## config.mk

```make
export PLATFORM = sky130hd
export DESIGN_NAME = vga_scan_reader
export DESIGN_NICKNAME = d
export VERILOG_FILES = /design/src/rtl/vga_scan_pkg.sv /design/src/rtl/vga_scan_reader_timing.sv /design/src/rtl/vga_scan_reader.sv
export SDC_FILE = /design/constraint.sdc
export NUM_CORES = 1
export LEC_CHECK = 0
export ABC_AREA = 1
export BUFFER_PORTS_ARGS = -buffer_cell sky130_fd_sc_hd__buf_2
export CORE_MARGIN = 10
export CORE_UTILIZATION = 56
export DETAILED_ROUTE_END_ITERATION = 16
export PLACE_DENSITY_LB_ADDON = 0.12
export SLEW_MARGIN = 30
export SYNTH_ARGS = -nofsm -noshare
export SYNTH_HDL_FRONTEND = slang
export SYNTH_SLANG_ARGS = --single-unit
```

## constraint.sdc

```tcl
create_clock -name clk -period 1.8 [get_ports clk]
set_input_delay 0.27 -clock clk [delete_from_list [all_inputs] [get_ports clk]]
set_output_delay 0.27 -clock clk [all_outputs]
set_load 0.05 [all_outputs]
```

## src/rtl/vga_scan_pkg.sv

```systemverilog
// Shared VGA scan constants: 640x480@60 timing defaults, widths and the test-bar colour table.
// The bar table is only used when VGA_SCAN_TESTPAT_EN is defined.
package vga_scan_pkg;

  localparam int H_ACTIVE_DEF    = 640;
  localparam int H_FP_DEF        = 16;
  localparam int H_SYNC_DEF      = 96;
  localparam int H_BP_DEF        = 48;
  localparam int V_ACTIVE_DEF    = 480;
  localparam int V_FP_DEF        = 10;
  localparam int V_SYNC_DEF      = 2;
  localparam int V_BP_DEF        = 33;
  localparam int SCALE_SHIFT_DEF = 2;

  localparam int H_TOTAL = H_ACTIVE_DEF + H_FP_DEF + H_SYNC_DEF + H_BP_DEF;  // 800
  localparam int V_TOTAL = V_ACTIVE_DEF + V_FP_DEF + V_SYNC_DEF + V_BP_DEF;  // 525

  localparam int COLOR_W  = 12;
  localparam int COORD_W  = 8;
  localparam int CNT_W    = 11;  // covers totals up to 2047
  localparam int NUM_BARS = 8;

  function automatic logic [COLOR_W-1:0] bar_color(input logic [2:0] idx);
    logic [COLOR_W-1:0] c;
    case (idx)
      3'd0:    c = 12'hFFF;
      3'd1:    c = 12'hFF0;
      3'd2:    c = 12'h0FF;
      3'd3:    c = 12'h0F0;
      3'd4:    c = 12'hF0F;
      3'd5:    c = 12'hF00;
      3'd6:    c = 12'h00F;
      default: c = 12'h000;
    endcase
    return c;
  endfunction

endpackage

```

## src/rtl/vga_scan_reader_timing.sv

```systemverilog
// vga_timing_gen: pixel-enable divider, h/v scan counters, raw syncs and frame_start pulse.
// Counters advance only on clk edges where the registered pix_en is high.
module vga_timing_gen
  import vga_scan_pkg::*;
#(
  parameter int H_ACTIVE = H_ACTIVE_DEF,
  parameter int H_FP     = H_FP_DEF,
  parameter int H_SYNC   = H_SYNC_DEF,
  parameter int H_BP     = H_BP_DEF,
  parameter int V_ACTIVE = V_ACTIVE_DEF,
  parameter int V_FP     = V_FP_DEF,
  parameter int V_SYNC   = V_SYNC_DEF,
  parameter int V_BP     = V_BP_DEF
) (
  input  logic             clk,
  input  logic             rst_n,
  output logic             pix_en_o,
  output logic [CNT_W-1:0] hcount_o,
  output logic [CNT_W-1:0] vcount_o,
  output logic             active_o,
  output logic             hsync_raw_o,
  output logic             vsync_raw_o,
  output logic             frame_start_o
);

  localparam int HT = H_ACTIVE + H_FP + H_SYNC + H_BP;
  localparam int VT = V_ACTIVE + V_FP + V_SYNC + V_BP;

  logic             pix_en_q;
  logic [CNT_W-1:0] hcount_q, hcount_d;
  logic [CNT_W-1:0] vcount_q, vcount_d;
  logic             frame_start_q, frame_start_d;
  logic             h_last, v_last;

  assign h_last = (hcount_q == CNT_W'(HT - 1));
  assign v_last = (vcount_q == CNT_W'(VT - 1));

  always_comb begin
    hcount_d      = hcount_q;
    vcount_d      = vcount_q;
    frame_start_d = 1'b0;
    if (pix_en_q) begin
      if (h_last) begin
        hcount_d = '0;
        if (v_last) begin
          vcount_d      = '0;
          frame_start_d = 1'b1;
        end else begin
          vcount_d = vcount_q + CNT_W'(1);
        end
      end else begin
        hcount_d = hcount_q + CNT_W'(1);
      end
    end
  end

  always_ff @(posedge clk or negedge rst_n) begin
    if (!rst_n) begin
      pix_en_q      <= 1'b0;
      hcount_q      <= '0;
      vcount_q      <= '0;
      frame_start_q <= 1'b0;
    end else begin
      pix_en_q      <= ~pix_en_q;
      hcount_q      <= hcount_d;
      vcount_q      <= vcount_d;
      frame_start_q <= frame_start_d;
    end
  end

  assign pix_en_o      = pix_en_q;
  assign hcount_o      = hcount_q;
  assign vcount_o      = vcount_q;
  assign frame_start_o = frame_start_q;
  assign active_o      = (hcount_q < CNT_W'(H_ACTIVE)) && (vcount_q < CNT_W'(V_ACTIVE));
  assign hsync_raw_o   = !((hcount_q >= CNT_W'(H_ACTIVE + H_FP)) &&
                           (hcount_q <  CNT_W'(H_ACTIVE + H_FP + H_SYNC)));
  assign vsync_raw_o   = !((vcount_q >= CNT_W'(V_ACTIVE + V_FP)) &&
                           (vcount_q <  CNT_W'(V_ACTIVE + V_FP + V_SYNC)));

endmodule

```

## src/rtl/vga_scan_reader.sv

```systemverilog
// VGA scan-out of a down-scaled framebuffer: stage 1 issues the read address, stage 2 latches colour.
// Optional colour-bar generator enabled by defining VGA_SCAN_TESTPAT_EN (adds input test_en).
module vga_scan_reader
  import vga_scan_pkg::*;
#(
  parameter int H_ACTIVE    = H_ACTIVE_DEF,
  parameter int H_FP        = H_FP_DEF,
  parameter int H_SYNC      = H_SYNC_DEF,
  parameter int H_BP        = H_BP_DEF,
  parameter int V_ACTIVE    = V_ACTIVE_DEF,
  parameter int V_FP        = V_FP_DEF,
  parameter int V_SYNC      = V_SYNC_DEF,
  parameter int V_BP        = V_BP_DEF,
  parameter int SCALE_SHIFT = SCALE_SHIFT_DEF
) (
  input  logic               clk,
  input  logic               rst_n,
  output logic [COORD_W-1:0] rd_x,
  output logic [COORD_W-1:0] rd_y,
  input  logic [COLOR_W-1:0] rd_data,
`ifdef VGA_SCAN_TESTPAT_EN
  input  logic               test_en,
`endif
  output logic [COLOR_W-1:0] vga_rgb,
  output logic               hsync,
  output logic               vsync,
  output logic               vblank,
  output logic               frame_start
);

  logic             pix_en;
  logic [CNT_W-1:0] hcount, vcount;
  logic             active, hsync_raw, vsync_raw;

  vga_timing_gen #(
    .H_ACTIVE (H_ACTIVE), .H_FP (H_FP), .H_SYNC (H_SYNC), .H_BP (H_BP),
    .V_ACTIVE (V_ACTIVE), .V_FP (V_FP), .V_SYNC (V_SYNC), .V_BP (V_BP)
  ) u_timing (
    .clk           (clk),
    .rst_n         (rst_n),
    .pix_en_o      (pix_en),
    .hcount_o      (hcount),
    .vcount_o      (vcount),
    .active_o      (active),
    .hsync_raw_o   (hsync_raw),
    .vsync_raw_o   (vsync_raw),
    .frame_start_o (frame_start)
  );

  logic [COORD_W-1:0] rd_x_q, rd_x_d, rd_y_q, rd_y_d;
  logic               act1_q, hs1_q, vs1_q, vb1_q;
  logic [COLOR_W-1:0] rgb_q, rgb_d;
  logic               hs2_q, vs2_q, vblank_q;

  assign rd_x_d = active ? COORD_W'(hcount >> SCALE_SHIFT) : '0;
  assign rd_y_d = active ? COORD_W'(vcount >> SCALE_SHIFT) : '0;

`ifdef VGA_SCAN_TESTPAT_EN
  // Bars span the visible framebuffer width evenly, independent of its size.
  localparam int FB_W = H_ACTIVE >> SCALE_SHIFT;
  logic [2:0] bar_idx;
  assign bar_idx = 3'((32'(rd_x_q) * NUM_BARS) / FB_W);
`endif

  always_comb begin
    rgb_d = act1_q ? rd_data : '0;
`ifdef VGA_SCAN_TESTPAT_EN
    if (act1_q && test_en) rgb_d = bar_color(bar_idx);
`endif
  end

  always_ff @(posedge clk or negedge rst_n) begin
    if (!rst_n) begin
      rd_x_q   <= '0;
      rd_y_q   <= '0;
      act1_q   <= 1'b0;
      hs1_q    <= 1'b1;
      vs1_q    <= 1'b1;
      vb1_q    <= 1'b0;
      rgb_q    <= '0;
      hs2_q    <= 1'b1;
      vs2_q    <= 1'b1;
      vblank_q <= 1'b0;
    end else if (pix_en) begin
      rd_x_q   <= rd_x_d;
      rd_y_q   <= rd_y_d;
      act1_q   <= active;
      hs1_q    <= hsync_raw;
      vs1_q    <= vsync_raw;
      vb1_q    <= (vcount >= CNT_W'(V_ACTIVE));
      rgb_q    <= rgb_d;
      hs2_q    <= hs1_q;
      vs2_q    <= vs1_q;
      vblank_q <= vb1_q;
    end
  end

  assign rd_x    = rd_x_q;
  assign rd_y    = rd_y_q;
  assign vga_rgb = rgb_q;
  assign hsync   = hs2_q;
  assign vsync   = vs2_q;
  assign vblank  = vblank_q;

endmodule

```

==> impl_metrics.toml, run 1 <==
[synth]
ys_types = 28
netlist_area_um2 = 2800
synth_largest_area_cell = "dfrtp_1"
synth-seq-cells = 59
syn_area_per_cell_um2 = 8.15
synth_top_area_share_pct = 49.1
syn-num-nets = 361
synthCells = 344
seq_area_frac_synth_pct = 52.9
yosys_warnings = 0
synth.area.top_cells = "dfrtp_1, nand2_1, nand3_1"

[place]
hpwl_um = 4460
placed_area_um2 = 3110
portBuffers = 45
gp_congestion = 0.869

[detailed_routing]
vias = 2339
drtIter0Drc = 130
avgRoutedWirePerCell_um = 13.1
ant_nets = 0
viasPerCell = 5.01
wirelength_um = 6130
drt-pass1-iter-count = 6
drc_errors = 0

[clock_network]
postCtsSetupBuffers = 0
clkTransAtPathRegs_ns = 0.07
clk_path_buf_depth = 2
cts.repair.resized = 0
clock-root-buffer = "clkbuf_8"
cts_max_level = 3
cts_tree = "built"
numCtsBuffers = 9
cts.sinks = 59
clock_latency_ns = 0.33

[setup_path]
slowest_delay_ns = 0.42
path_buf_inv = 1
crit_path_start_kind = "flip-flop"
crit_required_ns = 2.04
criticalPathCategory = "reg -> reg"
end_kind = "flip-flop"
path_cells = "nor2_1, o21ai_0, nor2_1, nand2_1, buf_4, o21ai_0"
cpMaxStageDelayCell = "dfrtp_1"
crit_fanout = 6
reg2reg_setup_slack_ns = 0.33
crit_arrival_ns = 1.71
critPathTopFamily = "simple AND/OR/NAND/NOR gates"

[pwr]
power_mw = 2.63
p_int_mw = 2.04
p_seq_share_pct = 51.1
power.clock.fraction_pct = 44.2
powerDensity_nw_per_um2 = 795
sw_frac_of_total_pct = 22.5
comb_power_share_pct = 4.7
ir_drop_mv = 0.427
leakage_nw = 1.76
power.net_switching_uw = 593

[layout]
area_growth_pct = 18.2
final_area_um2 = 3310
drive_above_1_share_pct = 21.5
final_cell_mix = "nand2_1, dfrtp_1, buf_2"
final_common_cell = "nand2_1"
utilization_pct = 69.2
n_antenna_cell = 0
final_nets = 412
fillers = 409

[grt]
antenna_found_initial = 0
grt_overflow = 0
grt_use_total_pct = 16.0
grt_pass1_wl_um = 10900
grt_pass1_vias = 2368
grt_max_degree = 48

[floorplanning]
dieArea_um2 = 8230
rows = 25
fp.dieW_um = 90.7
initial_core_util_pct = 58.6
die_h_um = 90.7
coreArea_um2 = 4790
ios = 46

[sta]
final.min_clock_period_ns = 1.47
hold_viol = 0
skew_ns = 0.00519
fin_crit_sh_pct = 81.7
finalSetupViolCount = 0
tns_ns = 0
max_freq_ghz = 0.680
slew_violations = 0
maxSlewHeadroom_pct = 74.1
grt_setup_unrepaired = "no"
worstMarginPinSlew_ns = 0.388

[flow_run]
cap_violations = 0

[hold_path]
hp-class = "in -> reg"

[status]
status = "finished, final reports clean"
==> sequential cells by signal (all words and copies together) (netlist names) <==
signal,cells
rd_y,8
vs1_q,1
u_timing.pix_en_o,1
u_timing.hcount_o,11
vblank,1
vga_rgb,12
act1_q,1
vb1_q,1
u_timing.frame_start_o,1
vsync,1
hsync,1
rd_x,8
hs1_q,1
u_timing.vcount_o,11
==> through the flow <==
| stage | hold slack, ns | setup slack [ns] | std cells |
|---|---|---|---|
| after floorplan | -0.0256 | 0.518 | 344 |
| after global placement | 0.177 | 0.430 | 450 |
| after detailed placement | 0.187 | 0.361 | 450 |
| after CTS | 0.158 | 0.341 | 467 |
| after global routing | 0.168 | 0.188 | 467 |
| final | 0.162 | 0.329 | 467 |
==> kinds of logic (layout without fill, tap and decap cells) <==
| group | count (synthesis) | count (layout) | synth area share [%] |
|---|---|---|---|
| buf+inv | 43 | 99 | 6.47 |
| flops | 59 | 59 | 52.9 |
| compound gates | 19 | 19 | 3.44 |
| fa+ha+maj | 3 | 3 | 1.34 |
| xor+xnor | 7 | 7 | 2.19 |
| simple gates | 213 | 213 | 33.7 |
==> cells in the mapped netlist <==
library cell	instances
a21oi_1	1
a31oi_1	1
buf_1	2
buf_2	7
buf_4	1
buf_6	1
clkbuf_1	2
dfrtp_1	55
dfstp_2	4
ha_1	3
inv_1	29
inv_2	1
nand2_1	127
nand2_2	2
nand3_1	31
nand3_2	1
nand4_1	3
nand4_4	2
nor2_1	33
nor2_2	4
nor2_4	2
nor2_8	1
nor3_1	5
o21ai_0	13
o21ai_1	4
or2_2	2
xnor2_1	1
xor2_1	6
==> worst paths after layout <==
path | from | to | depth (start not counted)
min reg2reg | hsync$_DFFE_PN1P_ | hsync$_DFFE_PN1P_ | 2
max in group asynchronous | rst_n | vs1_q$_DFFE_PN1P_ | 3
min in group asynchronous | rst_n | vga_rgb[0]$_DFFE_PN0P_ | 2
max reg2reg | u_timing.vcount_o[9]$_DFFE_PN0P_ | rd_y[5]$_DFFE_PN0P_ | 6
min | rd_data[8] | vga_rgb[8]$_DFFE_PN0P_ | 3
max | u_timing.vcount_o[9]$_DFFE_PN0P_ | rd_y[5]$_DFFE_PN0P_ | 6
==> final cells by class <==
type | count | area (µm²) | area share (%)
Multi-Input combinational cell | 242 | 1140 | 34.4
Clock buffer | 11 | 141 | 4.27
Inverter | 30 | 113 | 3.40
Tap cell | 67 | 83.8 | 2.53
Clock inverter | 5 | 52.6 | 1.59
Sequential cell | 59 | 1480 | 44.7
Timing Repair Buffer | 53 | 300 | 9.07
==> what timing repair did <==
action / in CTS / in global routing
endpoints found under the setup margin: 0 / 0
hold buffers: 1 / 0
endpoints found under the hold margin: 12 / 0
==> per-layer routing <==
metal	global-route usage [%]	vias up	wire (µm)
li1	-	1176	-
met1	19.9	1085	2950
met2	24.3	68	2680
met3	5.99	10	420
met4	6.50	0	78
met5	0	-	0
==> worst register-to-register path: cells and delay by family, from the launching register on <==
family,cells,cell delay (ns)
and+or+nand+nor,3,0.49
DFF,1,0.42
AOI/OAI and AO/OA,2,0.26
buffers and inverters,1,0.21
==> power by group through the flow <==
stage                     combinational (mW)  clock, mW  sequential, mW
after CTS                              0.127       1.19            1.35
final                                  0.123       1.16            1.35
after floorplan                       0.0113          0            1.42
after detailed placement               0.125          0            1.37
after global placement                 0.123          0            1.37
after global routing                   0.136       1.26            1.35
Power figures use the tool's default switching activity.
==> inputs of run 2 (changes only) <==
- CORE_UTILIZATION: 56 -> 50
- clock period: 1.8 -> 1.35 ns (I/O delays scaled with it)
==> run 2 against run 1 <==
  * Via count increased by 2.2%
  * Hold slack got worse by 0.064 ns
  * Critical path depth decreased by 5
  * Cell area increased by 5.3%
  * Sequential share of layout area decreased by 2.1 points
  * Clock skew increased by 0.0018 ns
  * Global-route usage decreased by 0.56 points
  * First-iteration DRC count decreased by 1.5%
  * Register-to-register slack got worse by 0.27 ns
  * Setup slack got worse by 0.28 ns
==> impl_metrics.toml, run 2 (synthesis results as in run 1) <==
[setup_path]
reg2reg_from = "u_timing.hcount_o[0]$_DFFE_PN0P_"
end_kind = "primary output"
crit_start = "hsync$_DFFE_PN1P_"
critPathCapture = "hsync"
crit_required_ns = 1.15
crit_path_start_kind = "flip-flop"
r2r_cells = 7
path_buf_inv = 1
cpMaxStageDelayCell = "dfstp_2"
reg2reg_setup_slack_ns = 0.06
criticalPathCategory = "reg -> out"
slowest_delay_ns = 0.52
worstReg2RegEnd = "u_timing.vcount_o[4]$_DFFE_PN0P_"
crit_arrival_ns = 1.10
cp.depth = 1
crit_fanout = 2
path_cells = "buf_2"
critPathTopFamily = "flip-flops"

[pwr]
powerDensity_nw_per_um2 = 963
power.clock.fraction_pct = 41.6
p_int_mw = 2.59
p_seq_share_pct = 53.5
power_mw = 3.36
leakage_nw = 1.83
ir_drop_mv = 0.532
power.net_switching_uw = 769
sw_frac_of_total_pct = 22.9
comb_power_share_pct = 4.9

[grt]
antenna_found_initial = 0
grt_max_degree = 60
grt_pass1_wl_um = 11000
grt_use_total_pct = 15.4
grt_pass1_vias = 2334
grt_overflow = 0

[detailed_routing]
wirelength_um = 6370
avgRoutedWirePerCell_um = 13.1
drc_errors = 0
drtIter0Drc = 128
drt-pass1-iter-count = 4
ant_nets = 0
vias = 2390
viasPerCell = 4.92

[layout]
multi_input_area_um2 = 1210
fillers = 490
area_growth_pct = 24.4
drive_above_1_share_pct = 29.0
seqCellArea_um2 = 1490
final_cell_mix = "nand2_1, dfrtp_1, buf_2"
final_nets = 426
final_common_cell = "nand2_1"
n_antenna_cell = 0
largest_reg_flops = 12
stdcell_count = 486

[sta]
maxSlewHeadroom_pct = 74.2
max_freq_ghz = 0.767
setup_ws_ns = 0.0462
final.min_clock_period_ns = 1.30
tns_ns = 0
hold_viol = 0
grt_setup_unrepaired = "yes"
worstMarginPinSlew_ns = 0.387
fin_crit_sh_pct = 96.6
skew_ns = 0.00701
whs_ns = 0.0977
slew_violations = 0
finalSetupViolCount = 0

[place]
pre_cts_ws_ns = 0.00479
portBuffers = 45
place_inst = 465
hpwl_um = 4650
gp_congestion = 0.833

[clock_network]
cts_tree = "built"
clkTransAtPathRegs_ns = 0.06
clk_path_buf_depth = 2
cts_max_level = 3
clock-root-buffer = "clkbuf_8"
cts.sinks = 59
numCtsBuffers = 9
clock_latency_ns = 0.33

[floorplanning]
ios = 46
die_h_um = 94.9
rows = 27
coreArea_um2 = 5470
fp.dieW_um = 94.9
initial_core_util_pct = 51.2
dieArea_um2 = 9000

[flow_run]
cap_violations = 0

[hold_path]
hp-class = "in -> reg"

[status]
status = "finished, final reports clean"
-- run 2: per-stage QoR --
stage                     util [%]  cell area [µm²]
after global placement        58.3             3190
after CTS                     61.8             3380
final                         63.7             3490
after detailed placement      58.3             3190
after global routing          63.7             3490
after floorplan                  -             2800
-- run 2: layout make-up --
type,count,area share (%)
clock buffer,13,4.56
inverter,30,3.30
timing repair buffer,67,11.9
clock inverter,3,0.431
tap,72,2.58
sequential,59,42.6
multi-input combinational,242,34.6
-- run 2: layer usage --
metal | routed length [µm] | share of wire (%) | up-vias | GRT usage [%]
met5 | 0 | 0 | - | 0
met2 | 2830 | 44 | 59 | 23.2
met1 | 3010 | 47 | 1119 | 20.1
li1 | - | - | 1204 | -
met3 | 453 | 7.1 | 8 | 5.15
met4 | 81 | 1.3 | 0 | 5.99
-- run 2: power by group through the flow --
stage / Combinational [mW] / Clock (mW) / Sequential [mW]
2_1_floorplan: 0.0150 / 0 / 1.89
3_3_place_gp: 0.165 / 0 / 1.83
3_5_place_dp: 0.166 / 0 / 1.83
4_1_cts: 0.168 / 1.43 / 1.80
5_1_grt: 0.181 / 1.53 / 1.80
6_report: 0.163 / 1.40 / 1.80
-- run 2: worst min-delay path by stage --
stage	startpoint	endpoint	slack [ns]	cells after the start
detailed placement	rst_n	act1_q$_DFFE_PN0P_	0.23	2
floorplan	rst_n	act1_q$_DFFE_PN0P_	-0.09	0
global placement	rst_n	vga_rgb[1]$_DFFE_PN0P_	0.23	2
finish	rd_data[11]	vga_rgb[11]$_DFFE_PN0P_	0.1	3
CTS	rd_data[2]	vga_rgb[2]$_DFFE_PN0P_	0.09	3
global route	rd_data[6]	vga_rgb[6]$_DFFE_PN0P_	0.09	3
-- run 2: timing repair --
action                                  4_1_cts  5_1_grt
endpoints found under the hold margin        55        0
hold buffers                                  1        0
pin swaps                                     4       12
endpoints found under the setup margin        1       33
buffers inserted                              0        4
resized for setup                             6       33
